$ cat config.mk
export PLATFORM = sky130hd
export DESIGN_NAME = hc595_frame_monitor_flat
export DESIGN_NICKNAME = d
export VERILOG_FILES = /design/src/rtl/hc595_frame_monitor_if.sv /design/src/rtl/hc595_frame_monitor.sv /design/src/flat_wrapper.sv
export SDC_FILE = /design/constraint.sdc
export NUM_CORES = 1
export LEC_CHECK = 0
export ABC_AREA = 1
export CAP_MARGIN = 0
export CORE_MARGIN = 1.5
export CORE_UTILIZATION = 60
export DETAILED_ROUTE_END_ITERATION = 6
export DONT_BUFFER_PORTS = 1
export PLACE_DENSITY = 0.86
export SETUP_SLACK_MARGIN = 0.4
export SYNTH_ARGS = -nofsm -noshare
export SYNTH_HDL_FRONTEND = slang
export SYNTH_SLANG_ARGS = --single-unit
$ cat constraint.sdc
create_clock -name clk -period 3.2 [get_ports clk]
set_input_delay 0.32 -clock clk [delete_from_list [all_inputs] [get_ports clk]]
set_output_delay 0.32 -clock clk [all_outputs]
set_load 0.03 [all_outputs]
$ cat src/rtl/hc595_frame_monitor_if.sv
// hc595_frame_monitor_if: 74HC595 link lines plus decoded frame/digit results
interface hc595_frame_monitor_if;
  logic SCLK, RCLK, DIO;
  logic [15:0] frame;
  logic frame_valid;
  logic [3:0] d0, d1, d2, d3, digit_known;
  logic frame_err, sel_err, seg_err;
  modport master (
    output SCLK, RCLK, DIO,
    input frame, frame_valid, d0, d1, d2, d3, digit_known, frame_err, sel_err, seg_err
  );
  modport slave (
    input SCLK, RCLK, DIO,
    output frame, frame_valid, d0, d1, d2, d3, digit_known, frame_err, sel_err, seg_err
  );
endinterface

$ cat src/rtl/hc595_frame_monitor.sv
// hc595_frame_monitor: samples a 74HC595 link, rebuilds frames and tracks the 4-digit hex image
module hc595_frame_monitor #(
  parameter int WIDTH = 16,
  parameter int SYNC_STAGES = 2,
  parameter int IDLE_TO = 4096
) (
  input logic clk,
  input logic rst,
  hc595_frame_monitor_if.slave bus
);
  localparam int IW = $clog2(IDLE_TO + 1);
  localparam logic [6:0] HEX [16] = '{7'h3F, 7'h06, 7'h5B, 7'h4F, 7'h66, 7'h6D, 7'h7D, 7'h07,
                                      7'h7F, 7'h6F, 7'h77, 7'h7C, 7'h39, 7'h5E, 7'h79, 7'h71};
  logic [SYNC_STAGES-1:0] s_sync, r_sync, d_sync;
  logic s_prev, r_prev, s_rise, r_rise, sel_ok, hit;
  logic [15:0] shift_reg, frame;
  logic [4:0] bit_cnt;
  logic [IW-1:0] idle_cnt;
  logic [3:0] dig [4];
  logic [3:0] known, val;
  logic [1:0] idx;
  logic frame_valid, frame_err, sel_err, seg_err;
  assign s_rise = s_sync[SYNC_STAGES-1] & ~s_prev;
  assign r_rise = r_sync[SYNC_STAGES-1] & ~r_prev;
  assign sel_ok = $onehot(~frame[3:0]) && frame[7:4] == 4'hF;
  always_comb begin
    val = '0;
    hit = 1'b0;
    idx = '0;
    for (int i = 0; i < 16; i++)
      if (~frame[14:8] == HEX[i]) begin
        val = 4'(i);
        hit = 1'b1;
      end
    for (int i = 0; i < 4; i++)
      if (!frame[i]) idx = 2'(i);
  end
  always_ff @(posedge clk) begin
    if (rst) begin
      s_sync <= '0;
      r_sync <= '0;
      d_sync <= '0;
      s_prev <= 1'b0;
      r_prev <= 1'b0;
      shift_reg <= '0;
      bit_cnt <= '0;
      idle_cnt <= '0;
      frame <= '0;
      frame_valid <= 1'b0;
      frame_err <= 1'b0;
      sel_err <= 1'b0;
      seg_err <= 1'b0;
      known <= '0;
      dig <= '{default: '0};
    end else begin
      s_sync <= {s_sync[SYNC_STAGES-2:0], bus.SCLK};
      r_sync <= {r_sync[SYNC_STAGES-2:0], bus.RCLK};
      d_sync <= {d_sync[SYNC_STAGES-2:0], bus.DIO};
      s_prev <= s_sync[SYNC_STAGES-1];
      r_prev <= r_sync[SYNC_STAGES-1];
      frame_valid <= r_rise;
      frame_err <= r_rise && bit_cnt != 5'(WIDTH);
      sel_err <= frame_valid && !sel_ok;
      seg_err <= frame_valid && sel_ok && !hit;
      idle_cnt <= (s_rise || r_rise) ? '0 : idle_cnt + IW'(idle_cnt != IW'(IDLE_TO));
      // latch sees the pre-shift register when both edges land together
      if (r_rise) frame <= shift_reg;
      if (s_rise) shift_reg <= {shift_reg[14:0], d_sync[SYNC_STAGES-1]};
      if (r_rise) bit_cnt <= {4'b0, s_rise};
      else if (s_rise) bit_cnt <= bit_cnt + 5'(bit_cnt != 5'd31);
      else if (idle_cnt == IW'(IDLE_TO) && bit_cnt != '0) begin
        bit_cnt <= '0;
        shift_reg <= '0;
      end
      if (frame_valid && sel_ok) begin
        known[idx] <= hit;
        if (hit) dig[idx] <= val;
      end
    end
  end
  assign bus.frame = frame;
  assign bus.frame_valid = frame_valid;
  assign bus.frame_err = frame_err;
  assign bus.sel_err = sel_err;
  assign bus.seg_err = seg_err;
  assign bus.digit_known = known;
  assign bus.d0 = dig[0];
  assign bus.d1 = dig[1];
  assign bus.d2 = dig[2];
  assign bus.d3 = dig[3];
endmodule
$ cat src/flat_wrapper.sv
// flat-port wrapper written by rule: the top's interface ports become plain ports
module hc595_frame_monitor_flat 
#(
  parameter int WIDTH = 16,
  parameter int SYNC_STAGES = 2,
  parameter int IDLE_TO = 4096
)
  (clk, rst, bus_SCLK, bus_RCLK, bus_DIO, bus_frame, bus_frame_valid, bus_d0, bus_d1, bus_d2, bus_d3, bus_digit_known, bus_frame_err, bus_sel_err, bus_seg_err);
  hc595_frame_monitor_if bus_i ();
  input logic clk;
  input logic rst;
  input wire logic [$bits(bus_i.SCLK)-1:0] bus_SCLK;
  input wire logic [$bits(bus_i.RCLK)-1:0] bus_RCLK;
  input wire logic [$bits(bus_i.DIO)-1:0] bus_DIO;
  output wire logic [$bits(bus_i.frame)-1:0] bus_frame;
  output wire logic [$bits(bus_i.frame_valid)-1:0] bus_frame_valid;
  output wire logic [$bits(bus_i.d0)-1:0] bus_d0;
  output wire logic [$bits(bus_i.d1)-1:0] bus_d1;
  output wire logic [$bits(bus_i.d2)-1:0] bus_d2;
  output wire logic [$bits(bus_i.d3)-1:0] bus_d3;
  output wire logic [$bits(bus_i.digit_known)-1:0] bus_digit_known;
  output wire logic [$bits(bus_i.frame_err)-1:0] bus_frame_err;
  output wire logic [$bits(bus_i.sel_err)-1:0] bus_sel_err;
  output wire logic [$bits(bus_i.seg_err)-1:0] bus_seg_err;
  assign bus_i.SCLK = bus_SCLK;
  assign bus_i.RCLK = bus_RCLK;
  assign bus_i.DIO = bus_DIO;
  assign bus_frame = bus_i.frame;
  assign bus_frame_valid = bus_i.frame_valid;
  assign bus_d0 = bus_i.d0;
  assign bus_d1 = bus_i.d1;
  assign bus_d2 = bus_i.d2;
  assign bus_d3 = bus_i.d3;
  assign bus_digit_known = bus_i.digit_known;
  assign bus_frame_err = bus_i.frame_err;
  assign bus_sel_err = bus_i.sel_err;
  assign bus_seg_err = bus_i.seg_err;
  hc595_frame_monitor #(.WIDTH(WIDTH), .SYNC_STAGES(SYNC_STAGES), .IDLE_TO(IDLE_TO)) u_core (.clk(clk), .rst(rst), .bus(bus_i));
endmodule
==> results by stage <==
Outcome:
- The run finished with clean final reports.

Die:
- The die covers 6640 um^2.
- The die boundary height is 81.5 um.
- The total I/O pin count is 45.
- The area of the placeable core is 5920 um^2.
- The initial core utilization is 62.4%.
- The number of core rows is 28.
- The chip width is 81.5 um.

Routing:
- The DRC violation count after routing is 0.
- After detailed routing, the number of vias per cell comes to 5.44.
- The number of vias in the routed layout is 3127.
- The routed design has 7750 um of wire.
- The average wire per standard cell is 13.5 um.
- The number of routed nets with antenna violations is 0.
- The first detailed-routing pass ran for 4 iterations.
- The detailed router finished its first iteration with 300 violations.

Clocking:
- The CTS root buffer is sky130_fd_sc_hd__clkbuf_8.
- The tree built by TritonCTS fans out to 82 sinks.
- The worst-skew pair later-pin latency is 0.35 ns.
- Clock-pin slew was measured on the worst setup and hold paths at 0.09 ns.
- The CTS tree is built.
- The number of clock buffers added by TritonCTS is 9.
- The clock passes through at most 2 buffers.
- The number of levels in the clock H-tree is 3.

Placed design:
- The count of buffers added on input and output ports is 0.
- The placer congestion estimate is 0.851.
- The pre-CTS setup slack is 0.504 ns.
- The final HPWL from detailed placement is 5560 um.

Logic synthesis:
- Averaged over all synthesized cells, the footprint is 7.51 um^2.
- The synthesized instance count is 492.
- The Yosys step of the flow raised 0 warnings.
- The total standard cell area after synthesis is 3700 um^2.
- The share of the Yosys chip area taken by registers is 44.4%.
- The post-synth net total is 508.
- Counting distinct cell types in the post-synthesis netlist gives 30.
- Synthesis inferred 82 register bits.

STA:
- Across all setup checks in the final design, the least slack found is 0.568 ns.
- The number of hold violations in the final report is 0.
- Setup repair after global routing left no endpoint under its margin.
- Across the routed clock network, the largest skew measured is 0.0127 ns.
- The count of endpoints failing setup in the final report is 0.
- In the finished design, the share of the clock period the worst path needs comes to 82.2%.
- The upper clock frequency limit is 0.380 GHz.
- The tightest hold path in the finished design has a slack of 0.0333 ns.
- The number of max-slew violations in the final report is 0.
- Headroom to the max-slew limit came out at 35.8%.
- Summed over all failing endpoints, the final setup total negative slack is 0 ns.
- The transition at the pin with the smallest max-transition slack is 0.961 ns.
- The routed design could run at a clock period as short as 2.63 ns.

GRT:
- Summed over all layers, the global routing overflow is 0.
- The number of antenna violations at the first check in global routing is 0.
- The total global-route track usage is 24.3%.
- The met3 usage in global routing is 4.44%.
- The first global-routing pass estimated 12300 um of wire.
- For met2 alone, demand over resource in global routing was 44.9%.
- Entering global routing, the biggest net connects 41 pins.
- The number of global-route vias before repair was 2935.
- Global routing consumed, on the met1 layer, 26.4% of the routing resources.
- The highest-utilization routing layer at the global route stage is met2.

Cells and area:
- The net count of the finished layout is 513.
- Relative to the synthesized area, the layout overhead comes to 6.80%.
- Of the cells placed in the final design, the portion with a size suffix greater than 1 is 13.2%.
- For this run, the share of the core covered by cells in the final layout is 66.7%.
- The antenna diode instance count is 0.

Setup path:
- The element type at the critical path start is a flip-flop.
- The highest fanout seen on the critical path is 5.
- The arrival time of data at the critical path endpoint is 2.87 ns.
- The kind of critical path is reg -> reg.
- The type of destination of the critical path is a flip-flop.
- STA puts the critical path data required time at 3.43 ns.

Pwr:
- The worst-case IR drop observed on VDD is 325 uV.
- The power per cell area is 452 nW/um^2.
- The overall power is 1.78 mW.
- The leakage power summed over all cells is 1.60 nW.

Flow run:
- Across the run, the number of max-cap violations was 0.

Min path:
- The worst hold path belongs to the class in -> reg.
## final timing paths
kind                                        end                        startpoint  cells past startpoint  slack (ns)
hold / removal    u_core.bus.d2[3]$_SDFFE_PP0P_                               rst                      1        0.03
setup / recovery  u_core.bus.d3[2]$_SDFFE_PP0P_  u_core.bus.frame[2]$_SDFFE_PP0P_                     12        0.57
setup reg to reg  u_core.bus.d3[2]$_SDFFE_PP0P_  u_core.bus.frame[2]$_SDFFE_PP0P_                     12        0.57
hold reg to reg     u_core.s_sync[1]$_SDFF_PP0_       u_core.s_sync[0]$_SDFF_PP0_                      2        0.40
## placed cells by master (no fill, tap or decap), types with 3 or more instances in the layout
cell type | netlist | final
sky130_fd_sc_hd__nor4_1 | 5 | 5
sky130_fd_sc_hd__nor2_4 | 4 | 4
sky130_fd_sc_hd__nor3_1 | 12 | 11
sky130_fd_sc_hd__nand4_1 | 8 | 8
sky130_fd_sc_hd__buf_4 | 0 | 5
sky130_fd_sc_hd__nor3b_1 | 4 | 4
sky130_fd_sc_hd__clkbuf_8 | 0 | 9
sky130_fd_sc_hd__o21ai_0 | 41 | 41
sky130_fd_sc_hd__a21oi_1 | 39 | 39
sky130_fd_sc_hd__a22o_1 | 3 | 3
sky130_fd_sc_hd__nand3_1 | 18 | 18
sky130_fd_sc_hd__nand2_1 | 97 | 97
sky130_fd_sc_hd__nor2_1 | 57 | 56
sky130_fd_sc_hd__inv_1 | 55 | 55
sky130_fd_sc_hd__nand2_4 | 3 | 3
sky130_fd_sc_hd__nand2_2 | 15 | 15
sky130_fd_sc_hd__a21oi_2 | 4 | 4
sky130_fd_sc_hd__dfxtp_1 | 82 | 82
sky130_fd_sc_hd__ha_1 | 10 | 10
sky130_fd_sc_hd__nor2_2 | 4 | 5
sky130_fd_sc_hd__inv_2 | 9 | 9
sky130_fd_sc_hd__o21bai_4 | 4 | 4
## repair_timing
item	CTS	global route
hold buffers	0	0
buffers inserted	0	0
resized for setup	0	2
endpoints found under the setup margin	0	7
## synthesized netlist by cell type
cell type	number	area share [%]
sky130_fd_sc_hd__nand3_1	18	2.4
sky130_fd_sc_hd__nand2_2	15	2.5
sky130_fd_sc_hd__nor2_4	4	1.2
sky130_fd_sc_hd__clkinv_1	1	0.10
sky130_fd_sc_hd__buf_2	3	0.41
sky130_fd_sc_hd__o21ai_0	41	5.6
sky130_fd_sc_hd__nor4_1	5	0.85
sky130_fd_sc_hd__dfxtp_1	82	44
sky130_fd_sc_hd__clkbuf_1	7	0.71
sky130_fd_sc_hd__nor2_2	4	0.68
sky130_fd_sc_hd__inv_1	55	5.6
sky130_fd_sc_hd__ha_1	10	3.4
sky130_fd_sc_hd__nand2_1	97	9.9
sky130_fd_sc_hd__a21oi_1	39	5.3
sky130_fd_sc_hd__and2_4	1	0.24
sky130_fd_sc_hd__a22o_1	3	0.71
sky130_fd_sc_hd__nor2_1	57	5.8
sky130_fd_sc_hd__inv_2	9	0.91
sky130_fd_sc_hd__fa_1	1	0.54
sky130_fd_sc_hd__nor3b_1	4	0.81
sky130_fd_sc_hd__a21oi_2	4	0.95
sky130_fd_sc_hd__nand4_1	8	1.4
sky130_fd_sc_hd__o21bai_4	4	2.0
sky130_fd_sc_hd__nand3_4	1	0.47
sky130_fd_sc_hd__nand3b_1	1	0.20
sky130_fd_sc_hd__nor3_1	12	1.6
sky130_fd_sc_hd__and2_1	1	0.17
sky130_fd_sc_hd__buf_1	1	0.10
sky130_fd_sc_hd__nand2_4	3	0.91
sky130_fd_sc_hd__a31oi_1	1	0.17
## through the flow
stage	instances	instance area (um^2)
finish	575	3950
global route	575	3950
CTS	575	3940
detailed placement	561	3780
global placement	561	3780
floorplan	492	3700
## cell type report
class	instances	area (um^2)
Clock buffer	9	124
Clock inverter	5	33.8
Timing Repair Buffer	5	37.5
Sequential cell	82	1640
Inverter	65	244
Tap cell	75	93.8
Multi-Input combinational cell	334	1770
Fill cell	499	1970
## where the power goes
| part | switching [mW] | internal, mW | total, mW |
|---|---|---|---|
| Combinational | 0.0625 | 0.0277 | 0.0902 |
| Clock | 0.363 | 0.271 | 0.635 |
| Sequential | 0.0193 | 1.04 | 1.06 |
| Total | 0.445 | 1.34 | 1.78 |
## critical path, cell delays in order (launching register included)
cell	delay [ns]
sky130_fd_sc_hd__dfxtp_1	0.36
sky130_fd_sc_hd__inv_1	0.08
sky130_fd_sc_hd__ha_1	0.29
sky130_fd_sc_hd__ha_1	0.21
sky130_fd_sc_hd__fa_1	0.45
sky130_fd_sc_hd__nor3b_1	0.22
sky130_fd_sc_hd__nand2_1	0.11
sky130_fd_sc_hd__nor2_2	0.18
sky130_fd_sc_hd__inv_1	0.11
sky130_fd_sc_hd__nor3_2	0.24
sky130_fd_sc_hd__nand3_1	0.13
sky130_fd_sc_hd__nand2_1	0.08
sky130_fd_sc_hd__nor2_1	0.07
## logic make-up (layout without fill, tap and decap cells)
kind of cell | Yosys count | count (layout) | share of synthesized area (%)
AOI/OAI and AO/OA | 92 | 92 | 14.7
adders and majority gates | 11 | 11 | 3.93
buffers and inverters | 76 | 84 | 7.82
DFF | 82 | 82 | 44.4
and+or+nand+nor | 231 | 231 | 29.1
## per-layer routing
layer,wire length [um],up-vias
li1,-,1587
met1,3260,1440
met2,3940,85
met3,402,15
met4,145,0
met5,0,-
Power figures use the tool's default switching activity.
